[src/rtl/laser_pkg.sv]
// laser_pkg: shared types and sizes for the laser scan search controller
package laser_pkg;
  localparam int GRID_W = 4;
  localparam int CNT_W = 6;
  localparam int N_POINTS = 40;
  typedef enum logic [2:0] {IDLE, ISSUE, WAIT, NEXT, FINISH} state_t;
endpackage

[src/rtl/laser_cand_cnt.sv]
// laser_cand_cnt: raster candidate index with clear, increment and last flag
module laser_cand_cnt #(
  parameter int W = 8
) (
  input  logic         CLK,
  input  logic         RST_N,
  input  logic         clr,
  input  logic         inc,
  output logic [W-1:0] idx,
  output logic         last
);
  always_ff @(posedge CLK or negedge RST_N)
    if (!RST_N) idx <= '0;
    else if (clr) idx <= '0;
    else if (inc) idx <= idx + 1'b1;
  assign last = &idx;
endmodule

[src/rtl/laser_scan_ctrl.sv]
// laser_scan_ctrl: alternating exhaustive sweep of two circle centers that
// maximises the covered-point count reported by an external datapath
module laser_scan_ctrl
  import laser_pkg::*;
#(
  parameter int MAX_PASS = 4
) (
  input  logic              CLK,
  input  logic              RST_N,
  input  logic              START,
  output logic              BUSY,
  output logic              EVAL_REQ,
  output logic              EVAL_SEL,
  output logic [GRID_W-1:0] EVAL_CX,
  output logic [GRID_W-1:0] EVAL_CY,
  output logic [GRID_W-1:0] EVAL_OX,
  output logic [GRID_W-1:0] EVAL_OY,
  input  logic              EVAL_ACK,
  input  logic [CNT_W-1:0]  EVAL_CNT,
  output logic [GRID_W-1:0] C1X,
  output logic [GRID_W-1:0] C1Y,
  output logic [GRID_W-1:0] C2X,
  output logic [GRID_W-1:0] C2Y,
  output logic              DONE
);
  state_t state, state_nx;
  logic [2:0] pass;
  logic [CNT_W-1:0] best;
  logic [GRID_W-1:0] w1x, w1y, w2x, w2y, pbx, pby;
  logic [2*GRID_W-1:0] idx;
  logic improved, last, start_ok, ack, better, stop;
  assign start_ok = (state == IDLE) && START;
  assign ack = (state == WAIT) && EVAL_ACK;
  assign better = ack && (EVAL_CNT > best);
  assign stop = (!improved && pass != 3'd0) || pass == 3'(MAX_PASS - 1);
  laser_cand_cnt #(.W(2 * GRID_W)) u_cnt (
    .CLK  (CLK),
    .RST_N(RST_N),
    .clr  (start_ok || state == NEXT),
    .inc  (ack && !last),
    .idx  (idx),
    .last (last)
  );
  assign EVAL_REQ = state == WAIT;
  assign EVAL_SEL = pass[0];
  assign EVAL_CX = idx[GRID_W-1:0];
  assign EVAL_CY = idx[2*GRID_W-1:GRID_W];
  assign EVAL_OX = pass[0] ? w1x : w2x;
  assign EVAL_OY = pass[0] ? w1y : w2y;
  always_comb begin
    state_nx = state;
    case (state)
      IDLE:    if (START) state_nx = ISSUE;
      ISSUE:   state_nx = WAIT;
      WAIT:    if (EVAL_ACK) state_nx = last ? NEXT : ISSUE;
      NEXT:    state_nx = stop ? FINISH : ISSUE;
      FINISH:  state_nx = IDLE;
      default: state_nx = IDLE;
    endcase
  end
  always_ff @(posedge CLK or negedge RST_N) begin
    if (!RST_N) begin
      state <= IDLE;
      pass <= '0;
      best <= '0;
      improved <= 1'b0;
      {w1x, w1y, w2x, w2y, pbx, pby} <= '0;
      {C1X, C1Y, C2X, C2Y} <= '0;
      BUSY <= 1'b0;
      DONE <= 1'b0;
    end else begin
      state <= state_nx;
      DONE <= 1'b0;
      if (start_ok) begin
        pass <= '0;
        best <= '0;
        improved <= 1'b0;
        {w1x, w1y, w2x, w2y, pbx, pby} <= '0;
        BUSY <= 1'b1;
      end
      if (better) begin
        best <= EVAL_CNT;
        pbx <= idx[GRID_W-1:0];
        pby <= idx[2*GRID_W-1:GRID_W];
        improved <= 1'b1;
      end
      // commit the pass winner and seed the next pass-best with the other circle's center
      if (state == NEXT) begin
        if (pass[0]) begin
          {w2x, w2y} <= {pbx, pby};
          {pbx, pby} <= {w1x, w1y};
        end else begin
          {w1x, w1y} <= {pbx, pby};
          {pbx, pby} <= {w2x, w2y};
        end
        improved <= 1'b0;
        if (!stop) pass <= pass + 1'b1;
      end
      if (state == FINISH) begin
        {C1X, C1Y, C2X, C2Y} <= {w1x, w1y, w2x, w2y};
        BUSY <= 1'b0;
        DONE <= 1'b1;
      end
    end
  end
endmodule

[config.mk]
export PLATFORM = sky130hd
export DESIGN_NAME = laser_scan_ctrl
export DESIGN_NICKNAME = d
export VERILOG_FILES = /design/src/rtl/laser_pkg.sv /design/src/rtl/laser_cand_cnt.sv /design/src/rtl/laser_scan_ctrl.sv
export SDC_FILE = /design/constraint.sdc
export NUM_CORES = 1
export LEC_CHECK = 0
export CAP_MARGIN = 20
export CORE_ASPECT_RATIO = 0.7
export CORE_MARGIN = 1
export CORE_UTILIZATION = 57
export DETAILED_ROUTE_END_ITERATION = 7
export PLACE_DENSITY_LB_ADDON = 0.25
export SLEW_MARGIN = 10
export SYNTH_ARGS = -nofsm -noshare
export SYNTH_HDL_FRONTEND = slang
export SYNTH_SLANG_ARGS = --single-unit
export TNS_END_PERCENT = 50
[constraint.sdc]
create_clock -name CLK -period 2.9 [get_ports CLK]
set_input_delay 0.435 -clock CLK [delete_from_list [all_inputs] [get_ports CLK]]
set_output_delay 0.435 -clock CLK [all_outputs]
set_load 0.005 [all_outputs]
---- Yosys cells after proc, flatten, opt, wreduce, memory -nomap -nowiden ----
Index checks and enable logic that the tools add are counted.
storage, ports and cells
  bits in registers ....................... 63
  input port bits ......................... 10
cells by class
  reductions and logical operators ........ 17
  $add $sub $neg .......................... 2
  $lt $le $gt $ge ......................... 1
  mux-type cells .......................... 37
  equality and inequality tests ........... 7
operators by type and width
  operator                                                         count
  4-bit 2-to-1 mux                                                 19
  3-bit 2-to-1 mux                                                 6
  8-bit 2-to-1 mux                                                 2
  6-bit 2-to-1 mux                                                 2
  3-bit case mux with 4 select lines                               1
  3-bit by 2-bit == test with 1-bit output, second input constant  3
  8-bit by 1-bit adder with 8-bit output, second input constant    1
  8-bit AND reduction                                              1
  6-bit greater-than comparator                                    1
  1-bit 2-to-1 mux                                                 6
  2-bit nonzero test                                               3
  3-bit nonzero test                                               2
  1-bit logical AND                                                5
  3-bit by 1-bit adder with 3-bit output, second input constant    1
  3-bit by 1-bit == test with 1-bit output, second input constant  1
  3-bit == test, second input constant                             1
  3-bit zero test                                                  1
  1-bit zero test                                                  2
  1-bit logical OR                                                 2
  2-bit 2-to-1 mux                                                 1
  2-bit by 1-bit != test with 1-bit output, second input constant  1
  2-bit != test, second input constant                             1
  2-bit AND reduction                                              1

---- Depth between registers and ports, before layout ----
  depth in word-level cells ............... 5
  gate-level depth with buffers ........... 9
  gate-level depth less buffers ........... 7

---- By module ----
Synthesis repeated with hierarchy kept, for this count alone.
second synthesis, totals
  cell total of the unflattened synthesis .. 292
  area total of the unflattened synthesis .. 3074.2 µm²
by module, submodules not included
  module           sequential area each (µm²)  cells each  times used  area each (µm²)
  laser_scan_ctrl  1376.3                      253         1           2677.6
  laser_cand_cnt   200.2                       39          1           396.6

---- Least setup slack after synthesis ----
Ideal clock, no wire load.
  kind .................................... input -> register
  start ................................... input port EVAL_CNT[5]
  end ..................................... register pbx[2]
  library setup time ...................... 123 ps
  stages on the path ...................... 7
  path buffers ............................ 1
  path slack .............................. 1132 ps
  arrival time ............................ 1644 ps
  path through ............................ ha_1 -> nand4_1 -> o21bai_1 -> a311o_2 -> buf_6 -> o21ai_1 -> a2bb2oi_1
on the way
  longest elaborated chain between the ends .. 4
RTL lines
  item                             line                   text
  from (decl)                      laser_scan_ctrl.sv:19  input logic [CNT_W-1:0] EVAL_CNT,
  6-bit greater-than comparator *  laser_scan_ctrl.sv:34  assign better = ack && (EVAL_CNT > best);
  1-bit logical AND *              laser_scan_ctrl.sv:34
  4-bit 2-to-1 mux                 laser_scan_ctrl.sv:81  if (better) begin
  4-bit 2-to-1 mux                 laser_scan_ctrl.sv:88  if (state == NEXT) begin
  to (signal assigned)             laser_scan_ctrl.sv:83  pbx <= idx[GRID_W-1:0];
  to (signal assigned)             laser_scan_ctrl.sv:91  {pbx, pby} <= {w1x, w1y};
  to (signal assigned)             laser_scan_ctrl.sv:94  {pbx, pby} <= {w2x, w2y};
  to (decl)                        laser_scan_ctrl.sv:29  logic [GRID_W-1:0] w1x, w1y, w2x, w2y, pbx, pby;
Mark *: on every way between the ends. The rest lies on a longest branch, timed or not.
A chain may end at the register's enable or synchronous reset.

---- Worst setup path after layout ----
  start ................................... register pass[0]
  end ..................................... output port EVAL_OX[1]
on the way
  longest elaborated chain between the ends .. 1
RTL lines
  item                    line                   text
  from (decl)             laser_scan_ctrl.sv:27  logic [2:0] pass;
  from (signal assigned)  laser_scan_ctrl.sv:97  if (!stop) pass <= pass + 1'b1;
  4-bit 2-to-1 mux        laser_scan_ctrl.sv:48  assign EVAL_OX = pass[0] ? w1x : w2x;
  to (decl)               laser_scan_ctrl.sv:16  output logic [GRID_W-1:0] EVAL_OX,
No other way between the ends.

==> summary.md <==
| Metric | Value |
|---|---|
| CP Capture Type | `primary output` |
| Placer Congestion | `0.787` |
| Routed WL | `6000 microns` |
| CP max-delay cell | `dfrtp_1` |
| Outcome | `completed` |
| Syn Inst Count | `251` |
| Leak | `1.65 nW` |
| Number of global-route vias before repair | `2148` |
| Post-synth top cells | `dfrtp_1, mux2_2, inv_1` |
| Final period utilization | `0.791` |
| TritonRoute pass-1 iters | `4` |
| Worst reg2reg path depth | `7` |
| Largest cells by area after synthesis | `dfrtp_1, mux2_2, a22o_1, ha_1, nand3_1` |
| I/O Buffers | `45` |
| Synthesis Warnings | `0` |
| Peak supply drop | `0.507 mV` |
| I/O Pins | `46` |
| WP depth | `2` |
| Mean Syn Cell Area | `11.7 sq um` |
| Sequential cell area | `0.00158 sq mm` |
| Hold-fix buffers at CTS | `0` |
| Worst rel slew slack | `0.590` |
| Synth area leader | `dfrtp_1` |
| FMAX | `0.436 GHz` |
| Setup bufs post-CTS | `0` |
| Antenna cells | `0` |
| Layout area overhead | `22.4%` |
| Clock root cell | `clkbuf_8` |
| Clock transition at the registers of the reported paths | `0.07 ns` |
| H-tree depth | `3` |
| Core Box Area | `0.00489 sq mm` |
| Die Y | `62.2 microns` |
| Data arrival, critical path | `1.86 ns` |
| Routed vias | `2109` |
| Critical R2R Launch | `best[5]` |
| Largest net degree at the start of global routing | `28` |
| CTS tree | `done` |
| Critical path type | `flip-flop to primary output` |
| Post-layout net count | `316` |
| Grt ovf | `0` |
| Yosys top cell area share | `0.535` |
| Skew final | `0.00716 ns` |
| Layout Utilization | `0.739` |
| HPWL Detailed | `4250 microns` |
| Post-synth ARST share | `1.00` |
| # setup viols final | `0` |
| Worst reg2reg setup slack | `0.87 ns` |
| Initial DRC Count | `149` |
| Clk buf depth | `2` |
| Max Slew Vio Count | `0` |
| Min Clock Period, post-route | `2.29 ns` |
| Register area share after synthesis | `0.535` |
| Syn Nets | `271` |
| First-pass GRT wire length | `10300 microns` |
| Chip width | `88.0 microns` |
| Die area | `0.00547 sq mm` |
| Post-route ant nets | `0` |
| Worst reg2reg path endpoint | `pbx[3]` |
| Fin Setup TNS | `0 ns` |
| Worst Setup Start Kind | `flip-flop` |
| Pwr Density | `928 mW/mm^2` |
| RSZ-0062 raised after global routing | `no` |
| Total clock buffers created by CTS | `9` |
| Clk_lat worst skew | `0.33 ns` |
| Fraction of layout cells with a size suffix above 1 | `0.186` |
| Sum of buffers and inverters on the critical path | `1` |
| Yosys cell types | `42` |
| Slew @ Worst Pin | `0.614 ns` |
| Largest stage delay, worst path | `0.64 ns` |
| Footprint of the multi-input gates | `0.00121 sq mm` |
| Total Power | `0.00335 W` |
| Starting density of the core | `0.603` |
| Antenna violations before repair | `0` |
| EDFF count, synth | `0` |
| WHS | `0.109 ns` |
| Worst-path cell chain | `mux2_2 -> clkdlybuf4s50_1` |
| Req. time, crit path | `2.47 ns` |
| Delay-heaviest family, CP | `flip-flops` |
| Mapped cell area | `0.00295 sq mm` |
| WL/cell | `16.2 microns` |
| Row cnt | `21` |
| Fin. Hold Viols | `0` |
| Max Cap Viol | `0` |
| Fill count | `369` |
| CTS resizes | `0` |
| Number of remaining DRC errors | `0` |
| TritonCTS Sinks | `63` |
| Ys flop type | `dfrtp_1` |
| Crit Path Max Fanout | `12` |
| #FFs+latches synth | `63` |
| Hold Crit Class | `input port to async pin` |
| Count leader, synth | `dfrtp_1` |
| Post-DR vias/cell | `5.70` |
| Total Routing Usage GR | `0.252` |
-- logic make-up (layout without fill, tap and decap cells) --
family / Yosys count / count (layout) / share of synthesized area
AOI/OAI and AO/OA: 58 / 58 / 0.145
xor gates and xnor gates: 4 / 4 / 0.0119
DFF: 63 / 63 / 0.535
muxes: 27 / 27 / 0.102
and+or+nand+nor: 58 / 58 / 0.108
buffers and inverters: 31 / 81 / 0.0560
adders and majority gates: 10 / 10 / 0.0424
-- worst max-delay path by stage --
stage / slack, ns / startpoint / to
after floorplan: 1.13 / EVAL_CNT[5] / pbx[2]
after global placement: 0.52 / EVAL_CNT[5] / pbx[3]
after detailed placement: 0.41 / EVAL_CNT[5] / pbx[3]
after CTS: 0.58 / pass[0] / EVAL_OX[1]
after global routing: 0.51 / pass[0] / EVAL_OX[1]
final: 0.61 / pass[0] / EVAL_OX[1]
-- cell usage in the layout, fill, tap and decap left out, types with 3 or more instances in the layout --
| cell type | synthesis | routed |
|---|---|---|
| o21ai_1 | 9 | 9 |
| dfrtp_1 | 63 | 63 |
| xnor2_1 | 3 | 3 |
| clkbuf_8 | 0 | 9 |
| nand3_1 | 15 | 15 |
| mux2_2 | 25 | 25 |
| clkdlybuf4s50_1 | 0 | 44 |
| nor2_1 | 9 | 9 |
| and2_1 | 3 | 3 |
| ha_1 | 10 | 10 |
| nand2_1 | 15 | 15 |
| inv_1 | 18 | 18 |
| o21ai_0 | 8 | 8 |
| a22o_1 | 16 | 16 |
| a21oi_1 | 5 | 5 |
| a2bb2oi_1 | 8 | 8 |
-- state kept, by name, summed over array words and instances, names as in the netlist --
register / flops
u_cnt.idx: 8
best: 6
C1X: 4
C1Y: 4
C2X: 4
C2Y: 4
pbx: 4
pby: 4
w1x: 4
w1y: 4
w2x: 4
w2y: 4
pass: 3
state: 3
BUSY: 1
DONE: 1
improved: 1
-- power by group --
part	switching [W]	internal, W
Sequential	0.000246	0.00114
Combinational	0.000537	0.000612
Clock	0.000331	0.000481
Total	0.00111	0.00224
-- per-layer routing --
metal  wire length (microns)  vias to the layer above  track usage
li1                        -                      985            -
met1                    2880                     1053        0.355
met2                    2670                       62        0.363
met3                     368                        9       0.0758
met4                      80                        0        0.102
met5                       0                        -            0
-- area by class of cell --
cell class | instances | area share
clock inverter | 6 | 0.0236
timing repair buffer | 47 | 0.128
clock buffer | 10 | 0.0353
tap | 69 | 0.0239
inverter | 18 | 0.0187
multi-input combinational | 157 | 0.334
sequential | 63 | 0.437
-- worst reg2reg max path, delay by kind of cell, from the launching register on --
kind	cells	cell delay, ns
compound gates	4	1.08
fa+ha+maj	1	0.31
buf+inv	1	0.05
flops	1	0.35
simple gates	1	0.13
-- stage by stage --
stage | std cells | worst slack (ns) | cell area, sq um
2_1_floorplan | 251 | 1.13 | 2950
3_3_place_gp | 354 | 0.517 | 3400
3_5_place_dp | 354 | 0.405 | 3400
4_1_cts | 370 | 0.582 | 3610
5_1_grt | 370 | 0.513 | 3610
6_report | 370 | 0.605 | 3610
(Power assumes the default switching activity.)
